## src/rtl/sonar_ping_sequencer.sv

```systemverilog
// sonar_ping_sequencer
//
// Runs one sonar measurement ("ping") around the receive datapath:
//   CLEAR  - pulse mclear to reset the detector and timer
//   TX     - drive a differential transducer burst (tx_p / tx_n)
//   BLANK  - ignore the receiver while the transducer rings down
//   LISTEN - wait for the latched compare flag or the end of the window
//   DONE   - publish the result and pulse irq, then idle or re-arm
//
// Ports
//   wb_clk_i, wb_rst_i      clock, asynchronous active-low reset
//   start_i, abort_i        ping request (IDLE only) / synchronous abort
//   repeat_i                re-arm straight from DONE into CLEAR
//   ce_pcm, cmp             PCM-rate strobe and latched detector flag
//   half_period_i           clk cycles per transducer half-period (0 acts as 1)
//   burst_len_i             full transducer periods per ping
//   blank_len_i             blanking length in ce_pcm ticks
//   window_len_i            listen window in ce_pcm ticks
//   mclear                  one-cycle detector/timer clear
//   tx_p, tx_n              registered transducer drive, never both high
//   busy                    high whenever not IDLE
//   echo_valid/echo_timeout sticky result flags of the last ping
//   echo_time               ticks from BLANK entry to detection (all-ones on timeout)
//   irq                     one-cycle pulse while in DONE
module sonar_ping_sequencer #(
  parameter int CNT_W   = 16,
  parameter int BURST_W = 8
) (
  input  logic               wb_clk_i,
  input  logic               wb_rst_i,
  input  logic               start_i,
  input  logic               abort_i,
  input  logic               repeat_i,
  input  logic               ce_pcm,
  input  logic               cmp,
  input  logic [CNT_W-1:0]   half_period_i,
  input  logic [BURST_W-1:0] burst_len_i,
  input  logic [CNT_W-1:0]   blank_len_i,
  input  logic [CNT_W-1:0]   window_len_i,
  output logic               mclear,
  output logic               tx_p,
  output logic               tx_n,
  output logic               busy,
  output logic               echo_valid,
  output logic               echo_timeout,
  output logic [CNT_W-1:0]   echo_time,
  output logic               irq
);

  typedef enum logic [2:0] {
    S_IDLE,
    S_CLEAR,
    S_TX,
    S_BLANK,
    S_LISTEN,
    S_DONE
  } state_t;

  localparam logic [CNT_W-1:0] CNT_ONE  = CNT_W'(1);
  localparam logic [CNT_W-1:0] CNT_MAX  = {CNT_W{1'b1}};
  localparam logic [BURST_W:0] HALF_ONE = (BURST_W+1)'(1);

  state_t             state_q, state_d;
  logic [CNT_W-1:0]   half_q, half_d;
  logic [BURST_W-1:0] burst_q, burst_d;
  logic [CNT_W-1:0]   blank_q, blank_d;
  logic [CNT_W-1:0]   window_q, window_d;
  logic [CNT_W-1:0]   hp_cnt_q, hp_cnt_d;
  logic [BURST_W:0]   half_cnt_q, half_cnt_d;
  logic [CNT_W-1:0]   echo_cnt_q, echo_cnt_d;
  logic [CNT_W-1:0]   win_cnt_q, win_cnt_d;
  logic               tx_p_q, tx_p_d;
  logic               tx_n_q, tx_n_d;
  logic               mclear_q, mclear_d;
  logic               busy_q, busy_d;
  logic               irq_q, irq_d;
  logic               echo_valid_q, echo_valid_d;
  logic               echo_timeout_q, echo_timeout_d;
  logic [CNT_W-1:0]   echo_time_q, echo_time_d;

  logic [CNT_W-1:0]   hp_eff;
  logic               hp_last;
  logic               half_last;
  logic [CNT_W-1:0]   echo_inc;
  logic [CNT_W-1:0]   win_inc;
  logic               arm;

  // Shared counter helpers. A zero half-period runs as one clk per half.
  // Both tick counters saturate so a very long window cannot wrap.
  always_comb begin
    hp_eff    = (half_q == '0) ? CNT_ONE : half_q;
    hp_last   = (hp_cnt_q == (hp_eff - CNT_ONE));
    half_last = (half_cnt_q == ({burst_q, 1'b0} - HALF_ONE));
    echo_inc  = (ce_pcm && (echo_cnt_q != CNT_MAX)) ? (echo_cnt_q + CNT_ONE) : echo_cnt_q;
    win_inc   = (ce_pcm && (win_cnt_q != CNT_MAX)) ? (win_cnt_q + CNT_ONE) : win_cnt_q;
  end

  // Next-state and datapath logic. Arming (from IDLE or a DONE re-arm)
  // snapshots the configuration and clears the result flags; abort is
  // applied last so it overrides everything, leaving the flags untouched.
  always_comb begin
    state_d        = state_q;
    half_d         = half_q;
    burst_d        = burst_q;
    blank_d        = blank_q;
    window_d       = window_q;
    hp_cnt_d       = hp_cnt_q;
    half_cnt_d     = half_cnt_q;
    echo_cnt_d     = echo_cnt_q;
    win_cnt_d      = win_cnt_q;
    tx_p_d         = 1'b0;
    tx_n_d         = 1'b0;
    echo_valid_d   = echo_valid_q;
    echo_timeout_d = echo_timeout_q;
    echo_time_d    = echo_time_q;
    arm            = 1'b0;

    case (state_q)
      S_IDLE: begin
        if (start_i) begin
          arm = 1'b1;
        end
      end

      S_CLEAR: begin
        hp_cnt_d   = '0;
        half_cnt_d = '0;
        echo_cnt_d = '0;
        win_cnt_d  = '0;
        if (burst_q == '0) begin
          state_d = S_BLANK;
        end else begin
          state_d = S_TX;
          tx_p_d  = 1'b1;
        end
      end

      // The phase flops hold their value within a half-period and swap at
      // its end, so tx_p and tx_n are always complementary while bursting.
      S_TX: begin
        tx_p_d = tx_p_q;
        tx_n_d = tx_n_q;
        if (hp_last) begin
          hp_cnt_d = '0;
          if (half_last) begin
            state_d    = S_BLANK;
            tx_p_d     = 1'b0;
            tx_n_d     = 1'b0;
            echo_cnt_d = '0;
            win_cnt_d  = '0;
          end else begin
            half_cnt_d = half_cnt_q + HALF_ONE;
            tx_p_d     = tx_n_q;
            tx_n_d     = tx_p_q;
          end
        end else begin
          hp_cnt_d = hp_cnt_q + CNT_ONE;
        end
      end

      S_BLANK: begin
        echo_cnt_d = echo_inc;
        if ((blank_q == '0) || (ce_pcm && (echo_inc == blank_q))) begin
          state_d = S_LISTEN;
        end
      end

      // mclear_q is only high in the first LISTEN cycle, when cmp may still
      // carry a ring-down detection, so no decision is made in that cycle.
      S_LISTEN: begin
        echo_cnt_d = echo_inc;
        win_cnt_d  = win_inc;
        if (!mclear_q) begin
          if (cmp) begin
            state_d      = S_DONE;
            echo_valid_d = 1'b1;
            echo_time_d  = echo_inc;
          end else if (win_inc >= window_q) begin
            state_d        = S_DONE;
            echo_timeout_d = 1'b1;
            echo_time_d    = CNT_MAX;
          end
        end
      end

      S_DONE: begin
        if (repeat_i) begin
          arm = 1'b1;
        end else begin
          state_d = S_IDLE;
        end
      end

      default: begin
        state_d = S_IDLE;
      end
    endcase

    if (arm) begin
      state_d        = S_CLEAR;
      half_d         = half_period_i;
      burst_d        = burst_len_i;
      blank_d        = blank_len_i;
      window_d       = window_len_i;
      echo_valid_d   = 1'b0;
      echo_timeout_d = 1'b0;
      echo_time_d    = '0;
    end

    if (abort_i) begin
      state_d        = S_IDLE;
      half_d         = half_q;
      burst_d        = burst_q;
      blank_d        = blank_q;
      window_d       = window_q;
      tx_p_d         = 1'b0;
      tx_n_d         = 1'b0;
      echo_valid_d   = echo_valid_q;
      echo_timeout_d = echo_timeout_q;
      echo_time_d    = echo_time_q;
    end
  end

  // Registered status strobes, decoded from the state being entered.
  // mclear fires in CLEAR and again on the first LISTEN cycle.
  always_comb begin
    mclear_d = (state_d == S_CLEAR) || ((state_q == S_BLANK) && (state_d == S_LISTEN));
    busy_d   = (state_d != S_IDLE);
    irq_d    = (state_d == S_DONE);
  end

  always_ff @(posedge wb_clk_i or negedge wb_rst_i) begin
    if (!wb_rst_i) begin
      state_q        <= S_IDLE;
      half_q         <= '0;
      burst_q        <= '0;
      blank_q        <= '0;
      window_q       <= '0;
      hp_cnt_q       <= '0;
      half_cnt_q     <= '0;
      echo_cnt_q     <= '0;
      win_cnt_q      <= '0;
      tx_p_q         <= 1'b0;
      tx_n_q         <= 1'b0;
      mclear_q       <= 1'b0;
      busy_q         <= 1'b0;
      irq_q          <= 1'b0;
      echo_valid_q   <= 1'b0;
      echo_timeout_q <= 1'b0;
      echo_time_q    <= '0;
    end else begin
      state_q        <= state_d;
      half_q         <= half_d;
      burst_q        <= burst_d;
      blank_q        <= blank_d;
      window_q       <= window_d;
      hp_cnt_q       <= hp_cnt_d;
      half_cnt_q     <= half_cnt_d;
      echo_cnt_q     <= echo_cnt_d;
      win_cnt_q      <= win_cnt_d;
      tx_p_q         <= tx_p_d;
      tx_n_q         <= tx_n_d;
      mclear_q       <= mclear_d;
      busy_q         <= busy_d;
      irq_q          <= irq_d;
      echo_valid_q   <= echo_valid_d;
      echo_timeout_q <= echo_timeout_d;
      echo_time_q    <= echo_time_d;
    end
  end

  assign mclear       = mclear_q;
  assign tx_p         = tx_p_q;
  assign tx_n         = tx_n_q;
  assign busy         = busy_q;
  assign irq          = irq_q;
  assign echo_valid   = echo_valid_q;
  assign echo_timeout = echo_timeout_q;
  assign echo_time    = echo_time_q;

endmodule

```

## config.mk

```make
export PLATFORM = sky130hd
export DESIGN_NAME = sonar_ping_sequencer
export DESIGN_NICKNAME = d
export VERILOG_FILES = /design/src/rtl/sonar_ping_sequencer.sv
export SDC_FILE = /design/constraint.sdc
export NUM_CORES = 1
export LEC_CHECK = 0
export BUFFER_PORTS_ARGS = -buffer_cell sky130_fd_sc_hd__buf_2
export CORE_MARGIN = 5
export CORE_UTILIZATION = 55
export DETAILED_ROUTE_END_ITERATION = 7
export GPL_TIMING_DRIVEN = 0
export PLACE_DENSITY = 0.81
export SYNTH_ARGS = -nofsm -noshare
export SYNTH_HDL_FRONTEND = slang
export SYNTH_SLANG_ARGS = --single-unit
```

## constraint.sdc

```tcl
create_clock -name wb_clk_i -period 7.8 [get_ports wb_clk_i]
set_input_delay 1.56 -clock wb_clk_i [delete_from_list [all_inputs] [get_ports wb_clk_i]]
set_output_delay 1.56 -clock wb_clk_i [all_outputs]
set_load 0.02 [all_outputs]
```

==> results_dict.tcl <==
set metrics [dict create \
    status "finished clean" \
    gr-total-overflow 0 \
    worst_pin_slew_ns 1.27 \
    num_rows 45 \
    reg2reg_to "echo_cnt_q[12]" \
    ios 86 \
    core_area_um2 15300 \
    ys_seq_area_share_pct 40.2 \
    cts_resized 0 \
    dieArea_um2 18300 \
    worst-setup-path-type "in -> reg" \
    startpoint_type "input pin" \
    track_usage_pct 25.8 \
    path_clk_slew_ns 0.06 \
    stdcell_count 1270 \
    final.min_clock_period_ns 5.75 \
    crit_required_ns 8.11 \
    setup_viol_count_final 0 \
    worstSkewPairLatency_ns 0.43 \
    yosys_warnings 0 \
    antenna_cells 0 \
    globalplace.congestion 0.971 \
    finalCritPeriodShare_pct 73.7 \
    tns_ns 0 \
    drive_gt1_share_pct 16.9 \
    async_reset_ff_share_pct 100 \
    ant_nets 0 \
    hold_viol 0 \
    drtPass1Iterations 6 \
    fillers 1294 \
    cts_tree "yes" \
    leakage_nw 4.29 \
    maxCapViolCount 0 \
    initialDrtViolationCount 999 \
    grt_max_degree 75 \
    post-cts-setup-buffers 0 \
    synth_nets 1029 \
    antenna_found_initial 0 \
    die_y_um 135 \
    powerDensity_nw_per_um2 222 \
    syn2layout_area_growth_pct 15.4 \
    drc 0 \
    ys_types 73 \
    hp-start "echo_time[2]" \
    r2r_slack_ns 2.57 \
    min_path_cells 1 \
    grt_pass1_vias 7495 \
    htreeDepth 4 \
    avgViaCountPerCell 6.10 \
    cts_root_buffer "clkbuf_16" \
    syn_area_um2 8650 \
    arrival_ns 6.06 \
    rsz0062_at_grt "false" \
    start_util_pct 56.5 \
    portBuffers 84 \
    end_kind "flip-flop" \
    skew_ns 0.00871 \
    cts_hold_buffers 0 \
    synth.avg_cell_area_um2 9.16 \
    synth_flop_cell "dfrtp_1" \
    synth-edff-count 0 \
    numClockSinks 139 \
    clk_path_buf_depth 2 \
    fp.dieW_um 135 \
    grt_pass1_wl_mm 37.9 \
    dr_total_vias 7752 \
    cp_max_fo 10 \
    slew_headroom_pct 14.2 \
    wl_per_cell_um 18.0 \
    dp.cells 1240 \
    ir_drop_mv 0.175 \
    wl_mm 22.9 \
    synthCells 944 \
    r2r_cells 16 \
    reg2reg_from "half_q[10]" \
    holdCritPathClass "reg -> reg" \
    hold_path_end "echo_time[2]" \
    fin_nets 1133 \
    synth_seq_cells 139 \
    dpl.hpwl_mm 16.8 \
    slew_viol_final 0 \
    cts_buffers 17 \
    fmax_mhz 174 \
]
per-layer routing:
layer | track usage, % | vias up | part of all wire [%]
met3 | 4.75 | 55 | 6.6
met2 | 40.4 | 296 | 46
met5 | 0 | - | 0
met1 | 36.2 | 3725 | 45
met4 | 9.13 | 0 | 2.5
li1 | - | 3676 | -
where the power goes:
part           internal [W]  switching, W  leakage [nW]
clock              0.000541      0.000304         0.294
combinational      0.000211      0.000244          2.20
sequential         0.000815      0.000102          1.80
total               0.00157      0.000650          4.29
synth_stat cells (5+ instances only):
cell type  number  area (µm²)
a31oi_1        18         113
mux2_1          7        78.8
o31ai_1        10        75.1
xnor2_1        39         342
a21oi_1        48         240
a22o_1          6        52.6
o2111ai_1       5        43.8
or3_1           5        31.3
nor2_1         66         248
nand2b_1       10        62.6
mux2_4          9         135
mux2i_1        10         100
clkbuf_1       47         176
inv_1          26        97.6
and4_1          5        43.8
ha_1           22         275
nor2b_1         6        37.5
nor3_1         17        85.1
or2_2           5        31.3
nand3_1        45         225
and3_1         17         106
mux2_2         40         450
a21o_1         11        82.6
a211o_1         5        43.8
o21ai_1         5        25.0
dfrtp_1       139        3480
nor4_1         22         138
xor2_1         28         245
o21ai_0        67         335
nand4_1        30         188
nand2_1        87         327
and2_1          6        37.5
a211oi_1        6        45.0
kinds of logic (layout without fill, tap and decap cells):
group,count (synthesis),in the layout,synth area share (%)
simple gates,341,341,20.2
compound gates,227,227,16.8
flops,139,139,40.2
buf+inv,81,196,3.75
xor+xnor,68,68,7.06
mux,66,66,8.84
fa+ha+maj,22,22,3.18
worst max path at each step:
stage	from	end	slack, ns	cells past startpoint
floorplan	ce_pcm	echo_time[10]	2.53	20
global placement	ce_pcm	echo_time[8]	1.77	21
detailed placement	ce_pcm	echo_time[8]	1.68	20
CTS	ce_pcm	echo_time[8]	2.08	20
global route	ce_pcm	echo_time[10]	1.67	20
finish	ce_pcm	echo_time[8]	2.05	20
registers in the layout, summed over array words and instances (netlist names):
signal / flops
window_q: 16
mclear: 1
tx_n: 1
hp_cnt_q: 16
state_q: 3
echo_valid: 1
half_cnt_q: 9
tx_p: 1
busy: 1
echo_cnt_q: 16
echo_time: 16
irq: 1
burst_q: 8
win_cnt_q: 16
blank_q: 16
half_q: 16
echo_timeout: 1
cell usage in the layout (no fill, tap or decap), types with 28 or more instances in the layout:
| master | n |
|---|---|
| a21oi_1 | 48 |
| buf_2 | 87 |
| clkbuf_1 | 49 |
| dfrtp_1 | 139 |
| mux2_2 | 40 |
| nand2_1 | 87 |
| nand3_1 | 45 |
| nand4_1 | 30 |
| nor2_1 | 66 |
| o21ai_0 | 67 |
| xnor2_1 | 39 |
| xor2_1 | 28 |
through the flow:
step                hold WS, ns  setup WS [ns]  total power, W  instance area (µm²)  utilization [%]
floorplan                 0.485           2.53         0.00123                 8650                -
CTS                       0.506           2.08         0.00222                 9980             65.1
global route              0.518           1.67         0.00232                 9980             65.1
detailed placement        0.481           1.68         0.00138                 9360             61.1
global placement          0.481           1.77         0.00136                 9330             60.9
finish                    0.504           2.05         0.00222                 9980             65.1
cell type report:
cell class                 count  area (µm²)  share of cell area (%)
buffer                        55         226                    2.27
clock inverter                 6         110                    1.10
tap                          211         264                    2.65
multi-input combinational    724        4840                    48.6
clock buffer                  24         502                    5.03
inverter                      26        97.6                   0.978
timing repair buffer          85         454                    4.55
sequential                   139        3480                    34.9
critical path, stage by stage:
cell      delay [ns]
buf_2           0.12
clkbuf_1        0.37
o41a_1          0.22
clkbuf_1        0.33
nand4_1         0.27
nor2_1          0.44
nand3_1         0.22
nor2_1          0.26
xor2_1          0.19
ha_1            0.26
a21o_1          0.16
a21o_1          0.18
o21ai_0         0.14
nand2_1         0.06
a31oi_1         0.20
o31a_1          0.27
a211o_1         0.15
buf_6           0.15
buf_6           0.19
mux2_4          0.32
Note: power is estimated with default switching activity, not from simulation.
